[src/rtl/opl_pkg.sv]
// Shared constants and types for the output port lookup statistics logic.
// Holds the default widths, debug_status bit positions and framing state encoding.
package opl_pkg;

  localparam int C_CNT_WIDTH   = 32;
  localparam int C_GAUGE_WIDTH = 16;

  localparam int DBG_GAUGE_LSB  = 0;
  localparam int DBG_GAUGE_MSB  = 15;
  localparam int DBG_PKTIN_SAT  = 16;
  localparam int DBG_PKTOUT_SAT = 17;
  localparam int DBG_GAUGE_ERR  = 18;
  localparam int DBG_S_IN_PKT   = 19;
  localparam int DBG_M_IN_PKT   = 20;

  typedef enum logic {
    IDLE   = 1'b0,
    IN_PKT = 1'b1
  } frame_state_t;

endpackage

[src/rtl/opl_stream_mon.sv]
// Passive AXI4-Stream handshake monitor: flags end-of-packet beats and tracks
// whether the stream is currently between the first and last beat of a packet.
module opl_stream_mon
  import opl_pkg::*;
(
  input  logic clk,
  input  logic resetn,
  input  logic tvalid,
  input  logic tready,
  input  logic tlast,
  input  logic soft_clear,
  output logic eop_pulse,
  output logic in_pkt
);

  frame_state_t state;
  frame_state_t state_next;
  logic         beat;

  assign beat      = tvalid & tready;
  assign eop_pulse = beat & tlast;
  assign in_pkt    = (state == IN_PKT);

  always_ff @(posedge clk) begin
    if (!resetn) begin
      state <= IDLE;
    end else begin
      state <= state_next;
    end
  end

  // A beat in the soft_clear cycle is ignored, so the clear takes priority over framing.
  always_comb begin
    state_next = state;
    if (soft_clear) begin
      state_next = IDLE;
    end else if (beat) begin
      state_next = tlast ? IDLE : IN_PKT;
    end
  end

endmodule

[src/rtl/opl_pkt_stats.sv]
// Packet statistics engine: saturating ingress/egress packet counters, an
// in-flight packet gauge and sticky error flags for the lookup register block.
module opl_pkt_stats #(
  parameter int C_CNT_WIDTH   = opl_pkg::C_CNT_WIDTH,
  parameter int C_GAUGE_WIDTH = opl_pkg::C_GAUGE_WIDTH
) (
  input  logic                   clk,
  input  logic                   resetn,
  input  logic                   s_tvalid,
  input  logic                   s_tready,
  input  logic                   s_tlast,
  input  logic                   m_tvalid,
  input  logic                   m_tready,
  input  logic                   m_tlast,
  input  logic                   pktin_clear,
  input  logic                   pktout_clear,
  input  logic                   soft_clear,
  output logic [C_CNT_WIDTH-1:0] pktin_count,
  output logic [C_CNT_WIDTH-1:0] pktout_count,
  output logic [31:0]            debug_status
);

  import opl_pkg::*;

  logic                     s_eop;
  logic                     m_eop;
  logic                     s_in_pkt;
  logic                     m_in_pkt;
  logic                     pktin_sat;
  logic                     pktout_sat;
  logic                     gauge_err;
  logic [C_GAUGE_WIDTH-1:0] gauge;

  opl_stream_mon u_ingress_mon (
    .clk        (clk),
    .resetn     (resetn),
    .tvalid     (s_tvalid),
    .tready     (s_tready),
    .tlast      (s_tlast),
    .soft_clear (soft_clear),
    .eop_pulse  (s_eop),
    .in_pkt     (s_in_pkt)
  );

  opl_stream_mon u_egress_mon (
    .clk        (clk),
    .resetn     (resetn),
    .tvalid     (m_tvalid),
    .tready     (m_tready),
    .tlast      (m_tlast),
    .soft_clear (soft_clear),
    .eop_pulse  (m_eop),
    .in_pkt     (m_in_pkt)
  );

  // A clear coinciding with an EOP restarts at 1 so that packet is not lost.
  always_ff @(posedge clk) begin
    if (!resetn || soft_clear) begin
      pktin_count <= '0;
      pktin_sat   <= 1'b0;
    end else if (pktin_clear) begin
      pktin_count <= {{(C_CNT_WIDTH-1){1'b0}}, s_eop};
      pktin_sat   <= 1'b0;
    end else if (s_eop) begin
      if (&pktin_count) begin
        pktin_sat <= 1'b1;
      end else begin
        pktin_count <= pktin_count + 1'b1;
      end
    end
  end

  always_ff @(posedge clk) begin
    if (!resetn || soft_clear) begin
      pktout_count <= '0;
      pktout_sat   <= 1'b0;
    end else if (pktout_clear) begin
      pktout_count <= {{(C_CNT_WIDTH-1){1'b0}}, m_eop};
      pktout_sat   <= 1'b0;
    end else if (m_eop) begin
      if (&pktout_count) begin
        pktout_sat <= 1'b1;
      end else begin
        pktout_count <= pktout_count + 1'b1;
      end
    end
  end

  // Simultaneous ingress and egress EOPs cancel; the gauge clamps at both ends.
  always_ff @(posedge clk) begin
    if (!resetn || soft_clear) begin
      gauge     <= '0;
      gauge_err <= 1'b0;
    end else if (s_eop && !m_eop) begin
      if (&gauge) begin
        gauge_err <= 1'b1;
      end else begin
        gauge <= gauge + 1'b1;
      end
    end else if (m_eop && !s_eop) begin
      if (gauge == '0) begin
        gauge_err <= 1'b1;
      end else begin
        gauge <= gauge - 1'b1;
      end
    end
  end

  always_comb begin
    debug_status                                = '0;
    debug_status[DBG_GAUGE_MSB:DBG_GAUGE_LSB]   = 16'(gauge);
    debug_status[DBG_PKTIN_SAT]                 = pktin_sat;
    debug_status[DBG_PKTOUT_SAT]                = pktout_sat;
    debug_status[DBG_GAUGE_ERR]                 = gauge_err;
    debug_status[DBG_S_IN_PKT]                  = s_in_pkt;
    debug_status[DBG_M_IN_PKT]                  = m_in_pkt;
  end

endmodule

[config.mk]
export PLATFORM = sky130hd
export DESIGN_NAME = opl_pkt_stats
export DESIGN_NICKNAME = d
export VERILOG_FILES = /design/src/rtl/opl_pkg.sv /design/src/rtl/opl_stream_mon.sv /design/src/rtl/opl_pkt_stats.sv
export SDC_FILE = /design/constraint.sdc
export NUM_CORES = 1
export LEC_CHECK = 0
export CAP_MARGIN = 30
export CELL_PAD_IN_SITES_DETAIL_PLACEMENT = 1
export CELL_PAD_IN_SITES_GLOBAL_PLACEMENT = 2
export CORE_MARGIN = 8
export CORE_UTILIZATION = 27
export DETAILED_ROUTE_END_ITERATION = 8
export GPL_TIMING_DRIVEN = 1
export PLACE_DENSITY = 0.86
export SETUP_SLACK_MARGIN = 0.15
export SLEW_MARGIN = 20
export SYNTH_ARGS = -nofsm -noshare
export SYNTH_HDL_FRONTEND = slang
export SYNTH_SLANG_ARGS = --single-unit
[constraint.sdc]
create_clock -name clk -period 3.1 [get_ports clk]
set_input_delay 0.62 -clock clk [delete_from_list [all_inputs] [get_ports clk]]
set_output_delay 0.62 -clock clk [all_outputs]
set_load 0.005 [all_outputs]
==> results of run 1 <==
## worst max-delay path by stage
| stage | startpoint | end | slack [ns] | cells after the start |
|---|---|---|---|---|
| 2_1_floorplan | m_tvalid | gauge[15] | -0.08 | 13 |
| 3_3_place_gp | s_tvalid | gauge[15] | -0.31 | 13 |
| 3_5_place_dp | s_tready | gauge[15] | -0.41 | 13 |
| 4_1_cts | m_tvalid | gauge[12] | 0.15 | 13 |
| 5_1_grt | s_tvalid | gauge[12] | 0.28 | 13 |
| 6_report | m_tready | gauge[12] | 0.39 | 13 |
## area by class of cell
type / count / share of cell area
clock buffers: 10 / 0.0338
clock inverters: 6 / 0.0133
inverters: 10 / 0.00619
multi-input cells: 472 / 0.464
flip-flops and latches: 85 / 0.241
well taps: 229 / 0.0405
repair buffers: 154 / 0.201
## through the flow
stage / utilization / area, um2 / total power, mW / hold slack [ns] / setup TNS, ns
after floorplan: - / 4990 / 1.45 / 0.438 / -0.0847
after global placement: 0.358 / 6410 / 1.66 / 0.463 / -1.98
after detailed placement: 0.358 / 6410 / 1.67 / 0.465 / -2.73
after CTS: 0.387 / 6930 / 2.95 / 0.483 / 0
after global routing: 0.395 / 7070 / 3.11 / 0.523 / 0
final: 0.395 / 7070 / 2.97 / 0.480 / 0
## power groups by stage
stage / clock (mW) / combinational [mW] / sequential (mW)
after floorplan: 0 / 0.302 / 1.15
final: 1.22 / 0.615 / 1.13
after CTS: 1.25 / 0.566 / 1.13
after global routing: 1.30 / 0.668 / 1.13
after detailed placement: 0 / 0.514 / 1.15
after global placement: 0 / 0.503 / 1.15
## metal layers
layer / up-vias / share of wire / track usage
li1: 2394 / - / -
met1: 2391 / 0.43 / 0.176
met2: 82 / 0.51 / 0.259
met3: 20 / 0.040 / 0.0268
met4: 0 / 0.018 / 0.0688
met5: - / 0 / 0
## registers in the layout (all words and copies together), names as in the netlist
| register | count |
|---|---|
| gauge_err | 1 |
| pktin_count | 32 |
| pktout_count | 32 |
| pktin_sat | 1 |
| pktout_sat | 1 |
| u_egress_mon.in_pkt | 1 |
| u_ingress_mon.in_pkt | 1 |
| gauge | 16 |
## synth_stat cells, drive strengths merged, types with 3 or more instances
master / count
a31o: 3
nor4: 14
or3: 3
inv: 10
o41ai: 3
nand3: 38
ha: 21
xor2: 35
a21oi: 28
and3: 12
nor3: 16
nor4b: 5
o21ai: 20
xnor2: 27
buf: 22
nand4: 21
and2: 4
a31oi: 3
a22o: 3
nand2b: 7
a211oi: 6
nand2: 37
nor2b: 4
mux2i: 8
dfxtp: 85
nor2: 93
o211ai: 6
and4: 14
clkbuf: 16
## critical path: stages
cell and delay (ns):
dlymetal6s2s_1 0.13, and3_4 0.18, inv_4 0.06, ha_4 0.15, clkinvlp_4 0.15, buf_6 0.16
ha_4 0.24, a211oi_4 0.30, a21oi_4 0.12, or4_4 0.43, nand4_1 0.09, o21ai_1 0.08
o32ai_2 0.25
## cell families (layout without fill, tap and decap cells)
family | after synthesis | in the layout
xor+xnor | 62 | 62
mux | 8 | 8
simple gates | 276 | 276
compound gates | 93 | 93
other cells | 1 | 11
buf+inv | 48 | 180
fa+ha+maj | 22 | 22
flops | 85 | 85
## repair_timing
item	4_1_cts	5_1_grt
pin swaps	7	12
resized for setup	30	22
buffers inserted	2	5
setup endpoints to repair	7	8
==> flow_summary.yaml, run 1 <==
pwr:
  power.switching_uw: 821
  power_frac_comb: 0.207
  p_leak_nw: 2.52
  peakVddDrop_v: 0.000250
  power_density_mw_per_mm2: 419
  p_int_mw: 2.14
  p_clk_frac: 0.410
  seqPwrFrac: 0.382
  switching_share: 0.277
placed_design:
  dp_hpwl_um: 12900
  io_buffers: 95
  place_congestion: 0.902
  dp.cells: 943
  dpl_worst_slack_ns: -0.408
timing:
  finalHoldViolCount: 0
  report.final.slew_viol_count: 0
  fin_ws_ns: 0.390
  slew_headroom: 0.517
  max_freq_mhz: 369
  worstMarginPinSlew_ns: 0.722
  rsz0062_at_grt: "false"
  clock_skew_ns: 0.00922
  setup_viol: 0
  period_minus_slack_ns: 2.71
  finalCritPeriodShare: 0.874
cts:
  cts_made_buffers: 9
  clkLatencyLatePin_ns: 0.35
  cts.clk_slew.worst_paths_ns: 0.07
  clock-sinks: 85
  root_buffer: "clkbuf_16"
  cts.htree.levels: 3
  cts_max_path_buffers: 2
  cts_tree: "built"
  hold_buffers: 0
finish:
  ff_latch_area_mm2: 0.00170
  synthToLayoutAreaGrowth_pct: 44.3
  nets: 765
  final_common_cell: "nor2_1"
  final_cells: 966
  drive_gt1_frac: 0.168
  multi_input_area_mm2: 0.00328
  fillCellCount: 2074
  antenna_cells: 0
  layout_common_cells: "nor2_1, clkdlybuf4s50_1, dfxtp_1"
yosys:
  synth_edf_count: 0
  syn-mean-instance-area_um2: 8.23
  ys_ff_latch: 85
  synth.area.top_cells: "dfxtp_1, nor2_1, xor2_1"
  synth_top_family_by_area: "simple AND/OR/NAND/NOR gates"
  seq_area_frac_synth: 0.347
  netlist_area_mm2: 0.00490
  synth_top_cell_by_area: "dfxtp_1"
  synth_top_cell_area_share: 0.347
  synth-compound-area-share: 0.124
  synthAdderAreaFrac: 0.0577
  yosysWarnings: 0
  synth_ff_type: "dfxtp_1"
  synth.area.mux_share: 0.0163
  syn-instance-count: 595
  synth-xor-area-share: 0.111
  ys_async_sr_fraction: 0
  yosys.area_share.simple: 0.293
  ys_types: 62
floorplan:
  ios: 107
  die_w_um: 151
  row_count: 49
  coreArea_mm2: 0.0179
  initial_utilization: 0.274
  dieArea_mm2: 0.0227
  die_y_um: 151
grt:
  grt_pass1_wl_um: 27000
  antenna_found_initial: 0
  grt_max_degree: 21
  grt.overflow.total: 0
  grt_pass1_vias: 5141
  grtUsageTotal: 0.149
setup_path:
  worstSetupPathType: "input pin to register"
  crit_arrival_ns: 2.97
  end_kind: "register"
  r2r_setup_slack_ns: 0.70
  reg2reg_to: "pktin_count[9]"
  r2r_start: "pktin_count[19]"
  crit_required_ns: 3.36
  critPathMaxFanout: 5
  worst_r2r_path_depth: 6
  critPathLaunchType: "input pin"
route:
  routed_via_density: 5.06
  drc: 0
  num_vias: 4887
  dr.first_iter.drc_count: 186
  firstDrtPassIters: 7
  detail-route-antenna-nets: 0
  drt-total-wl_um: 17100
  detail_route.wl_per_cell_um: 17.7
job:
  cap_violations: 0
worst_hold_path:
  hold_path_depth: 2
  holdCritPathClass: "register to register"
  min_from: "pktin_sat"
  min_delay_worst_endpoint: "pktin_sat"
run_status:
  outcome: "completed"
No activity file was read; power rests on OpenSTA's default activity.
==> inputs of run 2 (changes only) <==
Settings changed: CORE_MARGIN 8 to 2.
==> flow_summary.yaml, run 2 (synthesis results as in run 1) <==
run_status:
  outcome: "completed"
cts:
  root_buffer: "clkbuf_16"
  cts.clk_slew.worst_paths_ns: 0.07
  cts_made_buffers: 9
  clock-sinks: 85
  cts_max_path_buffers: 2
  cts.htree.levels: 3
  cts_tree: "built"
  clkLatencyLatePin_ns: 0.35
setup_path:
  crit_required_ns: 3.36
  critPathLaunchType: "input pin"
  cp-startpoint: "m_tready"
  slowest_stage: "or4_4"
  critical_path.cell_chain: "dlygate4sd2_1 > and3_4 > inv_4 > ha_4 > clkinvlp_4 > buf_4 > buf_12 > ha_4 > a211oi_2 > a21oi_2 > or4_4 > nand4_1 > o21ai_1 > o32ai_1"
  worstSetupPathType: "input pin to register"
  max_stage_delay_ns: 0.55
  r2r_start: "pktin_count[20]"
  critPathMaxFanout: 5
  end_kind: "register"
  crit_path_frequent_cell: "ha_4"
  crit_arrival_ns: 3.16
route:
  dr.first_iter.drc_count: 202
  num_vias: 4965
  detail-route-antenna-nets: 0
  routed_via_density: 5.13
  firstDrtPassIters: 4
  detail_route.wl_per_cell_um: 17.0
  drc: 0
  drt-total-wl_um: 16500
grt:
  grt_pass1_wl_um: 26900
  grt_max_degree: 21
  grt_pass1_vias: 5242
  grt.overflow.total: 0
  antenna_found_initial: 1
  grtUsageTotal: 0.169
finish:
  layout_common_cells: "nor2_1, clkdlybuf4s50_1, dfxtp_1"
  drive_gt1_frac: 0.146
  fillCellCount: 2106
  finish.utilization: 0.385
  final_common_cell: "nor2_1"
  nets: 766
  reg_top3: "pktin_count (32), pktout_count (32), gauge (16)"
  antenna_cells: 0
  synthToLayoutAreaGrowth_pct: 40.8
  final_cells: 967
floorplan:
  dieArea_mm2: 0.0192
  row_count: 49
  initial_utilization: 0.274
  die_w_um: 139
  ios: 107
  coreArea_mm2: 0.0179
  die_y_um: 139
placed_design:
  io_buffers: 95
  dp_hpwl_um: 12100
  dp.cells: 943
  place_congestion: 0.860
pwr:
  p_leak_nw: 2.43
  power_density_mw_per_mm2: 409
  peakVddDrop_v: 0.000259
worst_hold_path:
  holdCritPathClass: "register to register"
  min_from: "gauge_err"
timing:
  max_freq_mhz: 344
  clock_skew_ns: 0.00798
  setup_viol: 0
  finalSetupTns_ns: 0
  rsz0062_at_grt: "true"
  worstMarginPinSlew_ns: 0.731
  period_minus_slack_ns: 2.90
  finalHoldViolCount: 0
  finalCritPeriodShare: 0.937
  report.final.slew_viol_count: 0
  slew_headroom: 0.508
  hold_slack_ns: 0.482
job:
  cap_violations: 0
run 2: cell count changes in the layout (fill, tap and decap cells not counted), sizes merged:
cell	change
dlygate4sd2	+6
bufinv	-1
buf	+1
dlymetal6s2s	-6
clkinvlp	+1
run 2: cell type report:
type / count / area (um2) / area share
Clock inverter: 6 / 71.3 / 0.0103
Tap cell: 229 / 287 / 0.0415
Sequential cell: 85 / 1700 / 0.247
Clock buffer: 10 / 229 / 0.0332
Timing Repair Buffer: 155 / 1430 / 0.208
Multi-Input combinational cell: 472 / 3130 / 0.454
Inverter: 10 / 43.8 / 0.00635
run 2: path summary, 6_finish.rpt:
path | cells after the start | slack [ns] | end
max | 14 | 0.20 | gauge[12]
min | 2 | 0.48 | gauge_err
max reg2reg | 6 | 0.70 | pktin_count[0]
min reg2reg | 2 | 0.48 | gauge_err
run 2: timing repair:
action / 4_1_cts / 5_1_grt
cloned: 1 / 0
hold buffers: 0 / 0
setup buffers: 4 / 3
gates resized for setup: 27 / 5
pin swaps: 14 / 5
endpoints found under the setup margin: 7 / 4
run 2: through the flow:
step,area (um2),total power [mW],worst slack (ns)
after floorplan,4990,1.45,-0.0847
after global placement,6420,1.64,-0.360
after detailed placement,6420,1.65,-0.424
after CTS,6840,2.82,0.291
after global routing,6900,2.94,0.0670
final,6900,2.82,0.196
run 2: critical path, delay by kind of cell:
kind            cells  cell delay [ns]
fa+ha+maj           2             0.35
compound gates      4             0.66
simple gates        3             0.81
buf+inv             5             0.71
run 2: layer usage:
layer	wire length, um	up-vias	part of all wire	track usage
met1	7170	2463	0.44	0.204
li1	-	2388	-	-
met2	8350	86	0.51	0.305
met4	332	2	0.020	0.0579
met5	12	-	0.00073	0
met3	593	26	0.036	0.0259
run 2: report_power, final:
| part | internal, mW | total (mW) | switching, mW | leakage [nW] |
|---|---|---|---|---|
| clock | 0.631 | 1.13 | 0.499 | 0.139 |
| sequential | 1.11 | 1.13 | 0.0271 | 0.685 |
| combinational | 0.273 | 0.558 | 0.286 | 1.61 |
